### src/rtl/serial_addsub_ctrl_pkg.sv
`default_nettype none
// ---------------------------------------------------------------------------
// Module : serial_addsub_ctrl_pkg
// Brief  : Shared state encodings and default width for the serial add/sub.
// Rev    : 1.0 - initial release
// ---------------------------------------------------------------------------
package serial_addsub_ctrl_pkg;

  localparam int c_DEFAULT_WIDTH = 8;

  typedef enum logic [1:0] {
    S_IDLE = 2'd0,
    S_RUN  = 2'd1,
    S_DONE = 2'd2
  } state_t;

endpackage
`default_nettype wire

### src/rtl/serial_addsub_ctrl_if.sv
`default_nettype none
// ---------------------------------------------------------------------------
// Module : serial_addsub_if
// Brief  : Operation request / result bundle; ovf exists only when
//          SERIAL_OVF_EN is defined.
// Rev    : 1.0 - initial release
// ---------------------------------------------------------------------------
interface serial_addsub_if #(
  parameter int WIDTH = 8
);
  logic             start;
  logic             sub;
  logic [WIDTH-1:0] a;
  logic [WIDTH-1:0] b;
  logic             busy;
  logic             done;
  logic [WIDTH-1:0] result;
  logic             cout;
`ifdef SERIAL_OVF_EN
  logic             ovf;
`endif

  modport master (
    output start, sub, a, b,
    input  busy, done, result, cout
`ifdef SERIAL_OVF_EN
    , ovf
`endif
  );

  modport slave (
    input  start, sub, a, b,
    output busy, done, result, cout
`ifdef SERIAL_OVF_EN
    , ovf
`endif
  );
endinterface
`default_nettype wire

### src/rtl/serial_addsub_ctrl_fulladder.sv
`default_nettype none
// ---------------------------------------------------------------------------
// Module : serial_addsub_ctrl_fulladder
// Brief  : Single-bit full adder cell.
// Rev    : 1.0 - initial release
// ---------------------------------------------------------------------------
module serial_addsub_ctrl_fulladder (
  input  wire logic i_a,
  input  wire logic i_b,
  input  wire logic i_ci,
  output logic      o_s,
  output logic      o_co
);

  assign o_s  = i_a ^ i_b ^ i_ci;
  assign o_co = (i_a & i_b) | (i_ci & (i_a ^ i_b));

endmodule
`default_nettype wire

### src/rtl/serial_addsub_ctrl.sv
`default_nettype none
// ---------------------------------------------------------------------------
// Module : serial_addsub_ctrl
// Brief  : Bit-serial adder/subtractor, one full-adder cell, LSB first over
//          WIDTH cycles. Define SERIAL_OVF_EN to add the signed ovf output.
// Rev    : 1.0 - initial release
// ---------------------------------------------------------------------------
module serial_addsub_ctrl
  import serial_addsub_ctrl_pkg::*;
#(
  parameter int WIDTH = c_DEFAULT_WIDTH
) (
  input  wire logic       clk,
  input  wire logic       reset,
  serial_addsub_if.slave  bus
);

  localparam int              c_CW   = $clog2(WIDTH);
  localparam logic [c_CW-1:0] c_LAST = c_CW'(WIDTH - 1);

  state_t           r_state;
  state_t           w_state_nxt;
  logic             w_accept;
  logic             w_shift;
  logic             w_last;

  logic [WIDTH-1:0] r_a_sh;
  logic [WIDTH-1:0] r_b_sh;
  logic             r_sub;
  logic             r_carry;
  logic [c_CW-1:0]  r_cnt;
  logic [WIDTH-1:0] r_result;
  logic             r_cout;

  logic             w_cell_b;
  logic             w_sum;
  logic             w_co;

  always_ff @(posedge clk or posedge reset) begin
    if (reset) begin
      r_state <= S_IDLE;
    end else begin
      r_state <= w_state_nxt;
    end
  end

  always_comb begin
    w_state_nxt = r_state;
    w_accept    = 1'b0;
    w_shift     = 1'b0;
    w_last      = 1'b0;
    case (r_state)
      S_IDLE: begin
        if (bus.start) begin
          w_accept    = 1'b1;
          w_state_nxt = S_RUN;
        end
      end
      S_RUN: begin
        w_shift = 1'b1;
        if (r_cnt == c_LAST) begin
          w_last      = 1'b1;
          w_state_nxt = S_DONE;
        end
      end
      S_DONE: begin
        // A start held in DONE is taken straight away, skipping IDLE.
        if (bus.start) begin
          w_accept    = 1'b1;
          w_state_nxt = S_RUN;
        end else begin
          w_state_nxt = S_IDLE;
        end
      end
      default: w_state_nxt = S_IDLE;
    endcase
  end

  // Subtraction feeds ~B into the cell; the +1 comes from carry-in = sub.
  assign w_cell_b = r_b_sh[0] ^ r_sub;

  serial_addsub_ctrl_fulladder u_fa (
    .i_a  (r_a_sh[0]),
    .i_b  (w_cell_b),
    .i_ci (r_carry),
    .o_s  (w_sum),
    .o_co (w_co)
  );

  always_ff @(posedge clk or posedge reset) begin
    if (reset) begin
      r_a_sh   <= '0;
      r_b_sh   <= '0;
      r_sub    <= 1'b0;
      r_carry  <= 1'b0;
      r_cnt    <= '0;
      r_result <= '0;
      r_cout   <= 1'b0;
    end else if (w_accept) begin
      r_a_sh  <= bus.a;
      r_b_sh  <= bus.b;
      r_sub   <= bus.sub;
      r_carry <= bus.sub;
      r_cnt   <= '0;
    end else if (w_shift) begin
      r_a_sh   <= {1'b0, r_a_sh[WIDTH-1:1]};
      r_b_sh   <= {1'b0, r_b_sh[WIDTH-1:1]};
      r_carry  <= w_co;
      r_cnt    <= r_cnt + 1'b1;
      r_result <= {w_sum, r_result[WIDTH-1:1]};
      if (w_last) begin
        r_cout <= w_co;
      end
    end
  end

`ifdef SERIAL_OVF_EN
  logic r_ovf;

  // On the last RUN cycle r_carry is the carry into the MSB.
  always_ff @(posedge clk or posedge reset) begin
    if (reset) begin
      r_ovf <= 1'b0;
    end else if (w_last) begin
      r_ovf <= r_carry ^ w_co;
    end
  end

  assign bus.ovf = r_ovf;
`endif

  assign bus.busy   = (r_state == S_RUN);
  assign bus.done   = (r_state == S_DONE);
  assign bus.result = r_result;
  assign bus.cout   = r_cout;

endmodule
`default_nettype wire
### src/flat_wrapper.sv
// flat-port wrapper written by rule: the top's interface ports become plain ports
module serial_addsub_ctrl_flat import serial_addsub_ctrl_pkg::*;
#(
  parameter int WIDTH = c_DEFAULT_WIDTH
)
  (clk, reset, bus_start, bus_sub, bus_a, bus_b, bus_busy, bus_done, bus_result, bus_cout);
  serial_addsub_if #(.WIDTH(WIDTH)) bus_i ();
  input  wire logic clk;
  input  wire logic reset;
  input wire logic [$bits(bus_i.start)-1:0] bus_start;
  input wire logic [$bits(bus_i.sub)-1:0] bus_sub;
  input wire logic [$bits(bus_i.a)-1:0] bus_a;
  input wire logic [$bits(bus_i.b)-1:0] bus_b;
  output wire logic [$bits(bus_i.busy)-1:0] bus_busy;
  output wire logic [$bits(bus_i.done)-1:0] bus_done;
  output wire logic [$bits(bus_i.result)-1:0] bus_result;
  output wire logic [$bits(bus_i.cout)-1:0] bus_cout;
  assign bus_i.start = bus_start;
  assign bus_i.sub = bus_sub;
  assign bus_i.a = bus_a;
  assign bus_i.b = bus_b;
  assign bus_busy = bus_i.busy;
  assign bus_done = bus_i.done;
  assign bus_result = bus_i.result;
  assign bus_cout = bus_i.cout;
  serial_addsub_ctrl #(.WIDTH(WIDTH)) u_core (.clk(clk), .reset(reset), .bus(bus_i));
endmodule
### config.mk
export PLATFORM = sky130hd
export DESIGN_NAME = serial_addsub_ctrl_flat
export DESIGN_NICKNAME = d
export VERILOG_FILES = /design/src/rtl/serial_addsub_ctrl_pkg.sv /design/src/rtl/serial_addsub_ctrl_if.sv /design/src/rtl/serial_addsub_ctrl_fulladder.sv /design/src/rtl/serial_addsub_ctrl.sv /design/src/flat_wrapper.sv
export SDC_FILE = /design/constraint.sdc
export NUM_CORES = 1
export LEC_CHECK = 0
export ABC_AREA = 1
export CAP_MARGIN = 10
export CELL_PAD_IN_SITES_DETAIL_PLACEMENT = 1
export CELL_PAD_IN_SITES_GLOBAL_PLACEMENT = 1
export CORE_ASPECT_RATIO = 0.8
export CORE_MARGIN = 2
export CORE_UTILIZATION = 32
export CTS_CLUSTER_DIAMETER = 30
export DETAILED_ROUTE_END_ITERATION = 8
export PLACE_DENSITY_LB_ADDON = 0.2
export SYNTH_ARGS = -nofsm -noshare
export SYNTH_HDL_FRONTEND = slang
export SYNTH_HIERARCHICAL = 1
export SYNTH_SLANG_ARGS = --single-unit
### constraint.sdc
create_clock -name clk -period 1.78 [get_ports clk]
set_clock_uncertainty 0.15 [all_clocks]
set_input_delay 0.356 -clock clk [delete_from_list [all_inputs] [get_ports clk]]
set_output_delay 0.356 -clock clk [all_outputs]
set_load 0.005 [all_outputs]
==> results.tsv, run 1 <==
stage	metric	value	unit
run_status	status	complete, no violations	
setup_path	Setup crit start kind	flip-flop	
drt	Residual DRC	0	
clock_tree	Clock Path Buffers	2	
setup_path	WS Path Type	flip-flop to output port	
die	Die Wd	81.6	microns
power	Power Total	3350	uW
synthesis	yosys synthesis warning count	6	
sta	Slew Viols, Final	0	
sta	Slew headroom	78.5	%
clock_tree	CTS Hold Bufs	0	
drt	DR pass1 iterations	2	
clock_tree	clock latency on the worst-skew pair	0.28	ns
die	core footprint	0.00462	sq mm
finish	final std cell area, no fill	0.00204	sq mm
setup_path	Max FO, Critical Path	3	
hold_path	Hold Path Class	primary input to asynchronous set/reset pin	
sta	Worst-Margin Slew	0.322	ns
die	area of the die	0.00539	sq mm
setup_path	crit-path cells	clkdlybuf4s50_1	
drt	WL per Instance	11.8	microns
clock_tree	Post-CTS Resized	3	
drt	vias per cell	4.45	
sta	RSZ-0062 raised after global routing	no	
setup_path	worst reg2reg path depth	6	
synthesis	Synth Cell Area	0.00154	sq mm
finish	FF+latch area	801	sq um
synthesis	Yosys reg bits	32	
die	site row count	22	
drt	ANT nets after route	0	
setup_path	Crit path max-delay family	buffers and inverters	
finish	Fillers	567	
power	Pleak	0.00109	uW
global_route	antenna violations before repair	0	
finish	layout cells sized above 1	9.91	%
sta	min cycle time layout	1.68	ns
clock_tree	clk sinks	32	
die	Initial Util	33.3	%
power	maximum vdd drop	0.000812	V
place	Routability Congestion	0.671	
clock_tree	CTS tree	yes	
place	Final HPWL DP	2.49	mm
setup_path	Arr. time, crit path	1.17	ns
die	Die H	66.1	microns
sta	Min Hold Slack	0.275	ns
power	Cell Pwr Density	1650	mW/mm^2
clock_tree	root cell of the clock tree	clkbuf_8	
sta	final hold vios	0	
setup_path	Setup crit end kind	output port	
synthesis	Synth Instances	193	
finish	Area Growth Syn to Fin	32.1	%
global_route	largest net degree at the start of global routing	33	
setup_path	slowest stage delay, CP	0.51	ns
synthesis	Synth cell types	19	
place	I/O Buffers	30	
drt	total routed wirelength	3.45	mm
setup_path	critical path depth	1	
clock_tree	Post-CTS Setup Bufs	0	
global_route	vias in the first global route	1422	
global_route	first-pass GRT wire length	6.29	mm
sta	Peak Freq	595	MHz
clock_tree	CTS Buf Count	5	
finish	nets	255	
sta	final worst slack	0.0992	ns
global_route	total gr overflow	0	
die	num ports	31	
setup_path	CP bufs+invs	1	
global_route	aggregate global-route resource usage	15.4	%
drt	Vias	1298	
synthesis	register area share after synthesis	51.9	%
sta	Sum Neg Setup Slack	0	ns
drt	DRT iter0 DRCs	80	
place	Place WS	0.0469	ns
sta	final period utilization	94.4	%
synthesis	syn nets	216	
finish	footprint of the multi-input gates	584	sq um
clock_tree	clock-pin slew on the worst setup and hold paths	0.06	ns
place	post-placement cell area	0.00194	sq mm
synthesis	post-synthesis area per instance	7.99	sq um
setup_path	Crit-path slowest cell	clkdlybuf4s50_1	
clock_tree	H-Tree Depth	2	
flow_run	maxcap violations	0	
setup_path	Worst EP required	1.27	ns
finish	antenna cell count	0	
sta	final setup violation count	0	
cells by family after synthesis:
kind of cell	count (synthesis)	synth area share (%)
xor gates and xnor gates	1	0.568
DFF	32	51.9
adders and majority gates	3	2.92
and+or+nand+nor	117	32.5
buffers and inverters	34	10.1
AOI/OAI and AO/OA	6	1.95
cells in the final DEF (no fill, tap or decap), drive strengths merged:
master          n
clkdlybuf4s50  28
o21ai           5
clkbuf          7
nor2            5
inv            29
a21oi           1
buf             7
fa              1
ha              2
dlygate4sd2     2
nand2          90
xor2            1
dfrtp          32
nand3          22
layer usage:
metal	vias up	wire length [microns]	track usage, %
met2	19	1540	25.4
met4	0	24	4.17
li1	655	-	-
met1	620	1720	19.7
met5	-	0	0
met3	4	170	4.37
Yosys cell counts:
cell type	count	area, sq um
nand2_1	85	319
inv_1	26	97.6
buf_4	2	15.0
nand3_1	22	110
a21oi_1	1	5.00
o21ai_0	5	25.0
nand2_8	1	20.0
fa_1	1	20.0
ha_1	2	25.0
dfrtp_1	32	801
inv_6	1	8.76
nand2_4	1	11.3
nor2_2	1	6.26
buf_6	2	22.5
buf_2	1	5.00
xor2_1	1	8.76
nor2_1	4	15.0
inv_2	2	7.51
nand2_2	3	18.8
sequential cells by signal (all words and copies together) (netlist names):
name               count
u_core/r_carry         1
u_core/r_sub           1
u_core/bus.result      8
u_core/r_a_sh          8
u_core/r_state         2
u_core/r_b_sh          8
u_core/bus.cout        1
u_core/r_cnt           3
final timing paths:
check | start | end | slack (ns)
setup reg to reg | u_core/r_state[0] | u_core/r_a_sh[2] | 0.26
hold reg to reg | u_core/r_b_sh[7] | u_core/r_b_sh[7] | 0.33
hold / removal | reset | u_core/bus.result[1] | 0.28
min in group clk | u_core/r_b_sh[7] | u_core/r_b_sh[7] | 0.33
max in group asynchronous | reset | u_core/r_a_sh[1] | 1.03
setup / recovery | u_core/bus.result[7] | bus_result[7] | 0.1
report_power, final:
group          switching, uW  internal [uW]
clock network            253            344
logic                    840            637
registers                214           1070
cell type report:
type | count | share of cell area (%)
Tap cell | 60 | 3.69
Multi-Input combinational cell | 127 | 28.7
Sequential cell | 32 | 39.3
Inverter | 29 | 5.72
Timing Repair Buffer | 37 | 17.8
Clock buffer | 7 | 4.73
metrics by stage:
step | util (%) | cells
floorplan | - | 193
finish | 44.0 | 292
global route | 44.0 | 292
global placement | 41.9 | 285
detailed placement | 41.9 | 285
CTS | 44.0 | 292
(Power assumes the default switching activity.)
==> run 2, diff against run 1 <==
--- a/config.mk
+++ b/config.mk
@@ -11,9 +11,10 @@
 export CELL_PAD_IN_SITES_GLOBAL_PLACEMENT = 1
 export CORE_ASPECT_RATIO = 0.8
 export CORE_MARGIN = 2
-export CORE_UTILIZATION = 32
+export CORE_UTILIZATION = 40
 export CTS_CLUSTER_DIAMETER = 30
 export DETAILED_ROUTE_END_ITERATION = 8
+export DONT_BUFFER_PORTS = 1
 export PLACE_DENSITY_LB_ADDON = 0.2
 export SYNTH_ARGS = -nofsm -noshare
 export SYNTH_HDL_FRONTEND = slang
==> constraint.sdc (replaced) <==
create_clock -name clk -period 1.48 [get_ports clk]
set_clock_uncertainty 0.15 [all_clocks]
set_input_delay 0.296 -clock clk [delete_from_list [all_inputs] [get_ports clk]]
set_output_delay 0.296 -clock clk [all_outputs]
set_load 0.005 [all_outputs]
==> run 2 against run 1 <==
- total power rose by 21%
- design area fell by 11%
- clock power rose by 13%
- sequential power rose by 24%
- global-route usage rose by 3.2 points
- non-clock buffer count fell by 22
- hold slack got worse by 0.26 ns
- largest cell class unchanged
==> results.tsv, run 2 (synthesis gave the netlist of run 1 again) <==
stage	metric	value	unit
run_status	status	complete, no violations	
place	I/O Buffers	0	
sta	final worst slack	0.0223	ns
die	Die Wd	73.4	microns
setup_path	Worst EP required	1.03	ns
drt	vias per cell	4.89	
clock_tree	Clock Path Buffers	2	
global_route	vias in the first global route	1248	
finish	Fillers	471	
finish	nets	233	
setup_path	Setup crit start kind	flip-flop	
finish	final std cell area, no fill	0.00181	sq mm
sta	Min Hold Slack	0.0118	ns
finish	layout cells sized above 1	15.2	%
clock_tree	clock-pin slew on the worst setup and hold paths	0.06	ns
power	Pleak	0.00100	uW
finish	commonest non-fill, non-tap cell in the layout	nand2_1	
global_route	first-pass GRT wire length	6.01	mm
setup_path	crit path launch	u_core/r_state[0]	
place	Routability Congestion	0.739	
die	site row count	20	
drt	Vias	1246	
setup_path	RR Endpoint	u_core/bus.result[7]	
drt	DRT iter0 DRCs	57	
finish	Area Growth Syn to Fin	17.1	%
drt	ANT nets after route	0	
place	Place WS	-0.0272	ns
hold_path	Hold Path Class	primary input to flip-flop	
global_route	total gr overflow	0	
global_route	met1 usage	24.3	%
global_route	aggregate global-route resource usage	18.6	%
finish	antenna cell count	0	
setup_path	Max FO, Critical Path	7	
place	post-placement cell area	0.00160	sq mm
drt	Residual DRC	0	
setup_path	Arr. time, crit path	1.01	ns
setup_path	RR Startpoint	u_core/r_b_sh[0]	
power	maximum vdd drop	0.000819	V
sta	min cycle time layout	1.46	ns
sta	final setup violation count	0	
setup_path	R2R Setup Slk	0.02	ns
clock_tree	clock latency on the worst-skew pair	0.28	ns
sta	Slew Viols, Final	0	
sta	Worst-Margin Slew	0.411	ns
die	Initial Util	41.1	%
setup_path	Setup crit end kind	output port	
global_route	grt peak-use layer	met2	
clock_tree	CTS Buf Count	5	
die	Die H	59.5	microns
place	Final HPWL DP	2.42	mm
setup_path	worst reg2reg path depth	4	
die	num ports	31	
sta	RSZ-0062 raised after global routing	yes	
global_route	largest net degree at the start of global routing	33	
finish	Finished Core Util	48.1	%
die	area of the die	0.00437	sq mm
global_route	antenna violations before repair	0	
drt	total routed wirelength	3.69	mm
flow_run	maxcap violations	0	
die	core footprint	0.00375	sq mm
sta	final hold vios	0	
sta	Peak Freq	686	MHz
clock_tree	clk sinks	32	
clock_tree	CTS tree	yes	
finish	commonest cells after routing, fill and taps aside	nand2_1, dfrtp_1, inv_1	
clock_tree	H-Tree Depth	2	
setup_path	WS Path Type	flip-flop to output port	
sta	final period utilization	98.5	%
power	Cell Pwr Density	2260	mW/mm^2
drt	DR pass1 iterations	4	
global_route	GR Util met3	5.27	%
drt	WL per Instance	14.5	microns
sta	Slew headroom	72.6	%
setup_path	Critical path destination	bus_busy	
global_route	met2 GRT Util	29.6	%
clock_tree	root cell of the clock tree	clkbuf_8	
==> run 2: changes by cell type in the layout (fill, tap and decap cells not counted), sizes merged <==
cell           delta
dlygate4sd3       +2
clkbuf            +1
clkdlybuf4s50    -28
dlygate4sd2       -2
buf               +6
==> run 2: where the power goes <==
part	switching [uW]	internal [uW]	total [uW]
combinational	1090	714	1810
clock	297	379	676
sequential	307	1280	1590
total	1700	2380	4070
==> run 2: worst max-delay path, stage by stage (launching register included) <==
cell,delay [ns]
dfrtp_1,0.42
inv_2,0.08
nor2_4,0.10
buf_6,0.13
==> run 2: routing by layer <==
| metal | wire length [microns] | share of wire, % |
|---|---|---|
| met5 | 0 | 0 |
| met2 | 1790 | 48 |
| met4 | 38 | 1.0 |
| met1 | 1650 | 45 |
| met3 | 219 | 5.9 |
==> run 2: timing repair <==
item                                    CTS  global route
endpoints found under the setup margin    3            18
cloned                                    1             0
buffers inserted                          3             3
gates resized for setup                   6             4
pin swaps                                 0             1
endpoints found under the hold margin    33             0
hold buffers                              2             0
==> run 2: worst min-delay path by stage <==
stage / startpoint / to / depth (start not counted)
final: bus_a[7] / u_core/r_a_sh[7] / 2
after floorplan: reset / u_core/bus.cout / 1
after detailed placement: reset / u_core/r_b_sh[3] / 2
after global routing: bus_a[7] / u_core/r_a_sh[7] / 2
after CTS: bus_a[7] / u_core/r_a_sh[7] / 2
after global placement: reset / u_core/r_b_sh[3] / 2
==> run 2: final cells by class <==
type / count / area (sq um) / area share, %
Inverter: 29 / 114 / 6.31
Tap cell: 44 / 55.1 / 3.05
Sequential cell: 32 / 801 / 44.4
Multi-Input combinational cell: 127 / 623 / 34.5
Timing Repair Buffer: 15 / 123 / 6.79
Clock buffer: 8 / 90.1 / 4.99
==> run 2: metrics by stage <==
stage / TNS (ns) / instances / power (uW)
3_3_place_gp: 0 / 238 / 3010
5_1_grt: -0.101 / 255 / 4470
6_report: 0 / 255 / 4070
2_1_floorplan: 0 / 193 / 2720
4_1_cts: -0.000462 / 252 / 4010
3_5_place_dp: -0.0272 / 238 / 3160
